### config.mk
export PLATFORM = sky130hd
export DESIGN_NAME = stopwatch_mux
export DESIGN_NICKNAME = d
export VERILOG_FILES = /design/src/rtl/stopwatch_mux.sv
export SDC_FILE = /design/constraint.sdc
export NUM_CORES = 1
export LEC_CHECK = 0
export BUFFER_PORTS_ARGS = -buffer_cell sky130_fd_sc_hd__buf_2
export CORE_MARGIN = 5
export CORE_UTILIZATION = 60
export CTS_CLUSTER_SIZE = 12
export DETAILED_ROUTE_END_ITERATION = 10
export PLACE_DENSITY = 0.84
export SLEW_MARGIN = 5
export SYNTH_ARGS = -nofsm -noshare
export SYNTH_HDL_FRONTEND = slang
export SYNTH_SLANG_ARGS = --single-unit
### constraint.sdc
create_clock -name clk -period 6.1 [get_ports clk]
set_input_delay 0.61 -clock clk [delete_from_list [all_inputs] [get_ports clk]]
set_output_delay 0.61 -clock clk [all_outputs]
set_load 0.005 [all_outputs]
### src/rtl/stopwatch_mux.sv
// stopwatch_mux: MM:SS BCD stopwatch driving a 4-digit multiplexed,
// active-low seven-segment display.
//
// Ports:
//   clk      system clock
//   rst      asynchronous active-low reset
//   pause    debounced button level; every rising edge toggles run/pause
//   clr      debounced level; while high the time is held at 00:00
//   adj      switch; 1 = field-adjust mode
//   sel      adjust field select; 0 = seconds, 1 = minutes
//   min_bcd  minutes {tens,ones} BCD
//   sec_bcd  seconds {tens,ones} BCD
//   paused   1 = counting halted
//   an       digit enables, active-low one-hot
//   seg      segments {dp,g,f,e,d,c,b,a}, active-low
//
// Per-cycle priority of the time registers is clr > adj > normal count.
// All timing comes from the *_DIV free-running dividers.
module stopwatch_mux #(
  parameter int TICK_DIV  = 100000000,
  parameter int ADJ_DIV   = 50000000,
  parameter int BLINK_DIV = 25000000,
  parameter int SCAN_DIV  = 100000,
  parameter int MAX_MIN   = 59
) (
  input  logic       clk,
  input  logic       rst,
  input  logic       pause,
  input  logic       clr,
  input  logic       adj,
  input  logic       sel,
  output logic [7:0] min_bcd,
  output logic [7:0] sec_bcd,
  output logic       paused,
  output logic [3:0] an,
  output logic [7:0] seg
);

  localparam int TICK_W  = (TICK_DIV  > 1) ? $clog2(TICK_DIV)  : 1;
  localparam int ADJ_W   = (ADJ_DIV   > 1) ? $clog2(ADJ_DIV)   : 1;
  localparam int BLINK_W = (BLINK_DIV > 1) ? $clog2(BLINK_DIV) : 1;
  localparam int SCAN_W  = (SCAN_DIV  > 1) ? $clog2(SCAN_DIV)  : 1;

  localparam logic [TICK_W-1:0]  TICK_LAST  = TICK_W'(TICK_DIV - 1);
  localparam logic [ADJ_W-1:0]   ADJ_LAST   = ADJ_W'(ADJ_DIV - 1);
  localparam logic [BLINK_W-1:0] BLINK_LAST = BLINK_W'(BLINK_DIV - 1);
  localparam logic [SCAN_W-1:0]  SCAN_LAST  = SCAN_W'(SCAN_DIV - 1);

  // Minute wrap point expressed as packed BCD so it compares against
  // {min_ten, min_one} directly.
  localparam logic [7:0] MAX_MIN_BCD = 8'(((MAX_MIN / 10) * 16) + (MAX_MIN % 10));

  // ---------------------------------------------------------------------
  // Input synchronizers: bit order {sel, adj, clr, pause}
  // ---------------------------------------------------------------------
  logic [3:0] sync1_q, sync2_q;
  logic       pause_s3_q;   // previous synced pause, for edge detect

  always_ff @(posedge clk or negedge rst) begin
    if (!rst) begin
      sync1_q    <= 4'b0000;
      sync2_q    <= 4'b0000;
      pause_s3_q <= 1'b0;
    end else begin
      sync1_q    <= {sel, adj, clr, pause};
      sync2_q    <= sync1_q;
      pause_s3_q <= sync2_q[0];
    end
  end

  logic pause_s, clr_s, adj_s, sel_s, pause_edge;
  assign pause_s    = sync2_q[0];
  assign clr_s      = sync2_q[1];
  assign adj_s      = sync2_q[2];
  assign sel_s      = sync2_q[3];
  assign pause_edge = pause_s & ~pause_s3_q;

  // ---------------------------------------------------------------------
  // State registers
  // ---------------------------------------------------------------------
  logic [TICK_W-1:0]  tick_cnt_q,  tick_cnt_d;
  logic [ADJ_W-1:0]   adj_cnt_q,   adj_cnt_d;
  logic [BLINK_W-1:0] blink_cnt_q, blink_cnt_d;
  logic [SCAN_W-1:0]  scan_cnt_q,  scan_cnt_d;
  logic               blink_q,     blink_d;
  logic [1:0]         scan_idx_q,  scan_idx_d;
  logic [3:0]         sec_one_q,   sec_one_d;
  logic [3:0]         sec_ten_q,   sec_ten_d;
  logic [3:0]         min_one_q,   min_one_d;
  logic [3:0]         min_ten_q,   min_ten_d;
  logic               paused_q,    paused_d;
  logic [3:0]         an_q,        an_d;
  logic [7:0]         seg_q,       seg_d;

  logic sec_tick, adj_tick, blink_tick, scan_tick;

  // ---------------------------------------------------------------------
  // Dividers
  // ---------------------------------------------------------------------
  always_comb begin
    sec_tick   = (tick_cnt_q == TICK_LAST);
    adj_tick   = adj_s && (adj_cnt_q == ADJ_LAST);
    blink_tick = (blink_cnt_q == BLINK_LAST);
    scan_tick  = (scan_cnt_q == SCAN_LAST);

    // 1 s divider restarts from zero once clr is released.
    if (clr_s || sec_tick) tick_cnt_d = '0;
    else                   tick_cnt_d = tick_cnt_q + 1'b1;

    // Adjust divider only runs in adjust mode, so the first increment
    // lands a full ADJ_DIV after adj goes high.
    if (!adj_s || adj_tick) adj_cnt_d = '0;
    else                    adj_cnt_d = adj_cnt_q + 1'b1;

    if (blink_tick) blink_cnt_d = '0;
    else            blink_cnt_d = blink_cnt_q + 1'b1;

    if (scan_tick) scan_cnt_d = '0;
    else           scan_cnt_d = scan_cnt_q + 1'b1;

    blink_d    = blink_q ^ blink_tick;
    scan_idx_d = scan_idx_q + {1'b0, scan_tick};
  end

  // ---------------------------------------------------------------------
  // Time digits and pause flag
  // ---------------------------------------------------------------------
  logic sec_at_max, min_at_max;
  assign sec_at_max = (sec_ten_q == 4'd5) && (sec_one_q == 4'd9);
  assign min_at_max = ({min_ten_q, min_one_q} == MAX_MIN_BCD);

  always_comb begin
    sec_one_d = sec_one_q;
    sec_ten_d = sec_ten_q;
    min_one_d = min_one_q;
    min_ten_d = min_ten_q;
    // The toggle uses the old paused value for this cycle's tick, so a
    // pause edge coinciding with a tick takes effect after that tick.
    paused_d  = paused_q ^ pause_edge;

    if (clr_s) begin
      sec_one_d = 4'd0;
      sec_ten_d = 4'd0;
      min_one_d = 4'd0;
      min_ten_d = 4'd0;
    end else if (adj_s) begin
      if (adj_tick) begin
        if (sel_s) begin
          if (min_at_max) begin
            min_one_d = 4'd0;
            min_ten_d = 4'd0;
          end else if (min_one_q == 4'd9) begin
            min_one_d = 4'd0;
            min_ten_d = min_ten_q + 4'd1;
          end else begin
            min_one_d = min_one_q + 4'd1;
          end
        end else begin
          // Seconds field wraps 59 -> 00 without touching minutes.
          if (sec_one_q == 4'd9) begin
            sec_one_d = 4'd0;
            sec_ten_d = (sec_ten_q == 4'd5) ? 4'd0 : sec_ten_q + 4'd1;
          end else begin
            sec_one_d = sec_one_q + 4'd1;
          end
        end
      end
    end else if (!paused_q && sec_tick) begin
      if (sec_one_q == 4'd9) begin
        sec_one_d = 4'd0;
        sec_ten_d = (sec_ten_q == 4'd5) ? 4'd0 : sec_ten_q + 4'd1;
      end else begin
        sec_one_d = sec_one_q + 4'd1;
      end
      if (sec_at_max) begin
        if (min_at_max) begin
          min_one_d = 4'd0;
          min_ten_d = 4'd0;
        end else if (min_one_q == 4'd9) begin
          min_one_d = 4'd0;
          min_ten_d = min_ten_q + 4'd1;
        end else begin
          min_one_d = min_one_q + 4'd1;
        end
      end
    end
  end

  // ---------------------------------------------------------------------
  // Display scan and segment decode
  // ---------------------------------------------------------------------
  function automatic logic [7:0] seg_decode(input logic [3:0] d);
    logic [7:0] s;
    case (d)
      4'd0:    s = 8'hC0;
      4'd1:    s = 8'hF9;
      4'd2:    s = 8'hA4;
      4'd3:    s = 8'hB0;
      4'd4:    s = 8'h99;
      4'd5:    s = 8'h92;
      4'd6:    s = 8'h82;
      4'd7:    s = 8'hF8;
      4'd8:    s = 8'h80;
      4'd9:    s = 8'h90;
      default: s = 8'hFF;
    endcase
    return s;
  endfunction

  logic [3:0] cur_digit;
  logic       blank;

  always_comb begin
    case (scan_idx_q)
      2'd0:    cur_digit = sec_one_q;
      2'd1:    cur_digit = sec_ten_q;
      2'd2:    cur_digit = min_one_q;
      default: cur_digit = min_ten_q;
    endcase
    // Index bit 1 distinguishes the minutes pair from the seconds pair,
    // which matches the encoding of sel.
    blank = adj_s && blink_q && (sel_s == scan_idx_q[1]);
    // an follows the index on the same edge; seg is decoded from the
    // current index/data and therefore trails both by one cycle.
    an_d  = ~(4'b0001 << scan_idx_d);
    seg_d = blank ? 8'hFF : seg_decode(cur_digit);
  end

  always_ff @(posedge clk or negedge rst) begin
    if (!rst) begin
      tick_cnt_q  <= '0;
      adj_cnt_q   <= '0;
      blink_cnt_q <= '0;
      scan_cnt_q  <= '0;
      blink_q     <= 1'b0;
      scan_idx_q  <= 2'd0;
      sec_one_q   <= 4'd0;
      sec_ten_q   <= 4'd0;
      min_one_q   <= 4'd0;
      min_ten_q   <= 4'd0;
      paused_q    <= 1'b0;
      an_q        <= 4'b1111;
      seg_q       <= 8'hFF;
    end else begin
      tick_cnt_q  <= tick_cnt_d;
      adj_cnt_q   <= adj_cnt_d;
      blink_cnt_q <= blink_cnt_d;
      scan_cnt_q  <= scan_cnt_d;
      blink_q     <= blink_d;
      scan_idx_q  <= scan_idx_d;
      sec_one_q   <= sec_one_d;
      sec_ten_q   <= sec_ten_d;
      min_one_q   <= min_one_d;
      min_ten_q   <= min_ten_d;
      paused_q    <= paused_d;
      an_q        <= an_d;
      seg_q       <= seg_d;
    end
  end

  assign min_bcd = {min_ten_q, min_one_q};
  assign sec_bcd = {sec_ten_q, sec_one_q};
  assign paused  = paused_q;
  assign an      = an_q;
  assign seg     = seg_q;

endmodule
# Word level (Yosys, flattened, before mapping)
# Memories as Yosys holds them, arrays and structs flattened.
# Index checks and enable logic that the tools add are counted.
[classes]
bitwise = 5
n_addsub = 9
n_mux = 35
div = 0
reduce_logical = 14
n_lt_le_gt_ge = 0
n_mul = 0
eq_ne = 14
shifts = 1
[ops]
columns = ["op", "n"]
rows = [
  ["4-bit 2-to-1 mux", 29],
  ["27-bit by 1-bit adder with 27-bit output, second input constant", 1],
  ["27-bit == test, second input constant", 1],
  ["27-bit 2-to-1 mux", 1],
  ["26-bit by 1-bit adder with 26-bit output, second input constant", 1],
  ["26-bit == test, second input constant", 1],
  ["26-bit 2-to-1 mux", 1],
  ["25-bit by 1-bit adder with 25-bit output, second input constant", 1],
  ["25-bit == test, second input constant", 1],
  ["25-bit 2-to-1 mux", 1],
  ["17-bit by 1-bit adder with 17-bit output, second input constant", 1],
  ["17-bit == test, second input constant", 1],
  ["17-bit 2-to-1 mux", 1],
  ["4-bit by 1-bit adder with 4-bit output, second input constant", 4],
  ["4-bit one-hot mux with 3 select lines", 1],
  ["4-bit == test, second input constant", 2],
  ["8-bit by 7-bit == test with 1-bit output, second input constant", 1],
  ["8-bit 2-to-1 mux", 1],
  ["3-bit by 2-bit != test with 1-bit output, second input constant", 2],
  ["3-bit nonzero test", 2],
  ["1-bit logical AND", 5],
  ["4-bit by 3-bit == test with 1-bit output, second input constant", 1],
  ["4-bit inverter", 1],
  ["4-bit AND reduction", 1],
  ["other kinds (13)", 16],
]
[word_totals]
output_inout_bits = 29
mem_bits_rw = 0
elab_cells = 95
latchBits = 0
romBits = 112
inputBits = 6
reg_bits = 136
n_memories = 1
[memory_table]
columns = ["memory", "words", "word_bits", "rd", "rd_clocked_by_memory_dff", "write_ports", "line", "text"]
rows = [
  ["(name not given)", 16, 7, 1, 0, 0, "194", "case (d)"],
]

# Longest topological paths before layout
[logic_depth]
word_depth = 7
mapped_depth = 9
mapped_depth_nobuf = 8

# Least setup slack after synthesis
# OpenSTA, ideal clock, no wires.
[synth_timing]
path_type = "flip-flop to flip-flop"
start = "reg adj_cnt_q[0]"
end = "reg sec_ten_q[1]"
period_less_slack_ns = 2.321
path_stages_with_launch = 8
setup_ns = 0.125
setup_slack_ns = 3.779
arrival_ns = 2.197
required_time_ns = 5.975
path_buffers = 1
cell_sequence = "dfrtp_1 -> ha_1 -> nand2_1 -> or4_4 -> o32a_1 -> buf_2 -> nor2_1 -> mux2_2"
[synth_between]
elab_chain_len = 4
[synth_lines]
columns = ["item", "line", "text"]
rows = [
  ["from (decl)", "82", "logic [ADJ_W-1:0] adj_cnt_q, adj_cnt_d;"],
  ["from (signal assigned)", "246", "adj_cnt_q <= adj_cnt_d;"],
  ["26-bit == test", "102", "adj_tick = adj_s && (adj_cnt_q == ADJ_LAST);"],
  ["1-bit logical AND", "102", ""],
  ["3-bit by 2-bit != test with 1-bit output (no source line)", "n/a", ""],
  ["3-bit AND reduction (no source line)", "n/a", ""],
  ["to (signal assigned)", "252", "sec_ten_q <= sec_ten_d;"],
  ["to (decl)", "88", "logic [3:0] sec_ten_q, sec_ten_d;"],
]
# No other way between the ends.
# A chain may end at the register's enable or synchronous reset.

# Worst setup path in the final report
[layout_timing]
start = "reg adj_cnt_q[0]"
end = "reg sec_ten_q[3]"
# Same word-level chain as after synthesis.

==> results_dict.tcl <==
set metrics [dict create \
    core_um2 10700 \
    comb_power_share_pct 2.2 \
    synth_cells 643 \
    gp_congestion 0.867 \
    finalSetupTns_ns 0 \
    ys_seq_area_share_pct 51.9 \
    route.detailed.drc 0 \
    finalMaxSlewViolations 0 \
    antenna_found_initial 0 \
    clk_pin_slew_ns 0.07 \
    ys_top_cells_by_area "dfrtp_1, xnor2_1, xor2_1" \
    crit_required_ns 6.55 \
    multi_input_area_um2 3000 \
    die_h_um 114 \
    synth_edf_count 0 \
    fin_crit_ns 2.58 \
    grt_pass1_wl_um 23000 \
    finalSetupViolCount 0 \
    synth_ff_type "dfrtp_1" \
    fillers 764 \
    critical_path_arrival_ns 3.03 \
    clock_latency_ns 0.53 \
    place_inst 798 \
    synth_commonest_cells "dfrtp_1, nor2_1, nand2_1, xnor2_1" \
    ctsResizeCount 0 \
    start_util_pct 60.9 \
    maxCapViolations 0 \
    power.internal_w 0.00151 \
    cellLeakagePower_nw 3.23 \
    yosys_warnings 0 \
    drt-initial-drc-count 344 \
    die_w_um 114 \
    wl_um 13300 \
    irDropWorstVdd_v 0.000275 \
    synth_top_area_share_pct 47.4 \
    fmax_ghz 0.387 \
    rows 38 \
    place.detailed.hpwl_um 8760 \
    grt_usage_pct 22.1 \
    seq_area_um2 3390 \
    hold_path.class "in2async" \
    io_buffers 33 \
    netlist_area_um2 6540 \
    ant_nets 0 \
    ios 35 \
    worstMarginPinSlew_ns 0.979 \
    dr.pass1.iters 7 \
    avgSynthCellArea_um2 10.2 \
    grt_max_degree 80 \
    async_flop_share_pct 100 \
    ctsHtreeMaxLevel 4 \
    seq_power_share_pct 47.1 \
    vias 4844 \
    finClkSkew_ns 0.0116 \
    numCtsBuffers 17 \
    ys_seq_elements 135 \
    viasPerCell 5.84 \
    endpoint_kind "flip-flop" \
    cts_root_buffer "clkbuf_8" \
    crit_path_max_fanout 14 \
    die_area_um2 13100 \
    antenna_cells 0 \
    yosysMostFrequentCell "dfrtp_1" \
    p_sw_share_pct 22.8 \
    grt_overflow 0 \
    rsz0062_at_grt "false" \
    pwr-share-clk_pct 50.7 \
    fin_crit_sh_pct 42.3 \
    cts_tree "built" \
    yosysUniqueCellTypes 48 \
    cts_setup_buffers 0 \
    grt_pass1_vias 4875 \
    power_density_nw_per_um2 263 \
    clockBufferDepth 2 \
    layout.nets 699 \
    instances_no_fill 830 \
    syn_nets 665 \
    areaGrowthSynthToFinish_pct 13.2 \
    worst_setup_path_start_kind "flip-flop" \
    critical_path_class "reg2reg" \
    cts.sinks 135 \
    layout-drive-gt1-share_pct 13.8 \
    synth.largest_area_cell "dfrtp_1" \
    hold_buffers 0 \
    max_slew_margin_pct 34.1 \
    p_sw_w 0.000444 \
    wire_per_inst_um 16.1 \
    status "finished clean" \
    hold_viol_final 0 \
]
[kinds of logic (layout without fill, tap and decap cells)]
group / after synthesis / after routing / synth area share, %
other: 1 / 1 / 0.0573
buffers and inverters: 41 / 88 / 2.43
flip-flops: 135 / 135 / 51.9
AO/OA/AOI/OAI: 34 / 34 / 3.62
XOR/XNOR: 91 / 91 / 12.2
adder cells (fa/ha/maj): 16 / 16 / 3.06
multiplexers: 10 / 10 / 2.39
AND/OR/NAND/NOR: 315 / 315 / 24.4
[registers in the layout, indices dropped and copies added, names as in the netlist, 2 cells and up]
name         count
adj_cnt_q       26
an               4
blink_cnt_q     25
min_one_q        4
min_ten_q        4
scan_cnt_q      17
scan_idx_q       2
sec_one_q        4
sec_ten_q        4
seg              7
sync1_q          4
sync2_q          4
tick_cnt_q      27
[final timing paths]
| kind | from | to | slack (ns) | depth (start not counted) |
|---|---|---|---|---|
| setup / recovery | adj_cnt_q[0] | sec_ten_q[3] | 3.52 | 6 |
| hold / removal | rst | tick_cnt_q[22] | 0.08 | 1 |
| setup reg to reg | adj_cnt_q[0] | sec_ten_q[3] | 3.52 | 6 |
| hold reg to reg | sync1_q[2] | sync2_q[2] | 0.35 | 0 |
| max in group asynchronous | rst | adj_cnt_q[8] | 4.84 | 2 |
| min in group clk | adj | sync1_q[2] | 0.19 | 1 |
[critical path, cell delays in order (launching register included)]
cell and delay (ns):
dfrtp_1 0.40, ha_1 0.26, nand2_1 0.09, or4_4 0.57, o32a_1 0.51, or4_1 0.51, a21oi_1 0.15
[cells in the final DEF (no fill, tap or decap), drive strengths merged, types with 15 or more instances in the layout]
cell / count
nand3: 46
clkbuf: 19
inv: 23
buf: 36
xnor2: 46
dfrtp: 124
nor4: 15
xor2: 45
nand2: 46
nand4: 29
nor3: 15
nor2: 102
ha: 16
[per-stage QoR]
stage / util, % / power (W) / hold slack, ns / instance area, µm² / setup WS (ns)
3_5_place_dp: 63.5 / 0.000978 / 0.339 / 6830 / 3.56
4_1_cts: 68.8 / 0.00196 / 0.129 / 7400 / 3.52
6_report: 68.9 / 0.00195 / 0.0828 / 7400 / 3.52
2_1_floorplan: - / 0.000948 / 0.314 / 6540 / 3.78
3_3_place_gp: 63.5 / 0.000976 / 0.333 / 6830 / 3.64
5_1_grt: 68.9 / 0.00202 / 0.152 / 7400 / 3.38
[power groups by stage]
stage                     Combinational, W  Sequential, W  Clock (W)
after floorplan                  0.0000192       0.000928          0
after global placement           0.0000432       0.000933          0
after detailed placement         0.0000444       0.000934          0
after CTS                        0.0000452       0.000918   0.000995
after global routing             0.0000511       0.000919    0.00105
final                            0.0000435       0.000918   0.000988
[final cells by class]
class	count	area share [%]
flip-flops and latches	135	45.8
inverters	20	1.01
multi-input cells	467	40.5
repair buffers	36	2.62
well taps	140	2.37
clock inverters	13	1.99
clock buffers	19	5.70
[layer usage]
layer	up-vias	global-route usage, %	share of wire, %
met5	-	0	0
met4	0	9.58	2.0
met3	26	4.44	3.6
met2	115	35.7	50
met1	2406	29.0	44
li1	2297	-	-
Power figures use the tool's default switching activity.
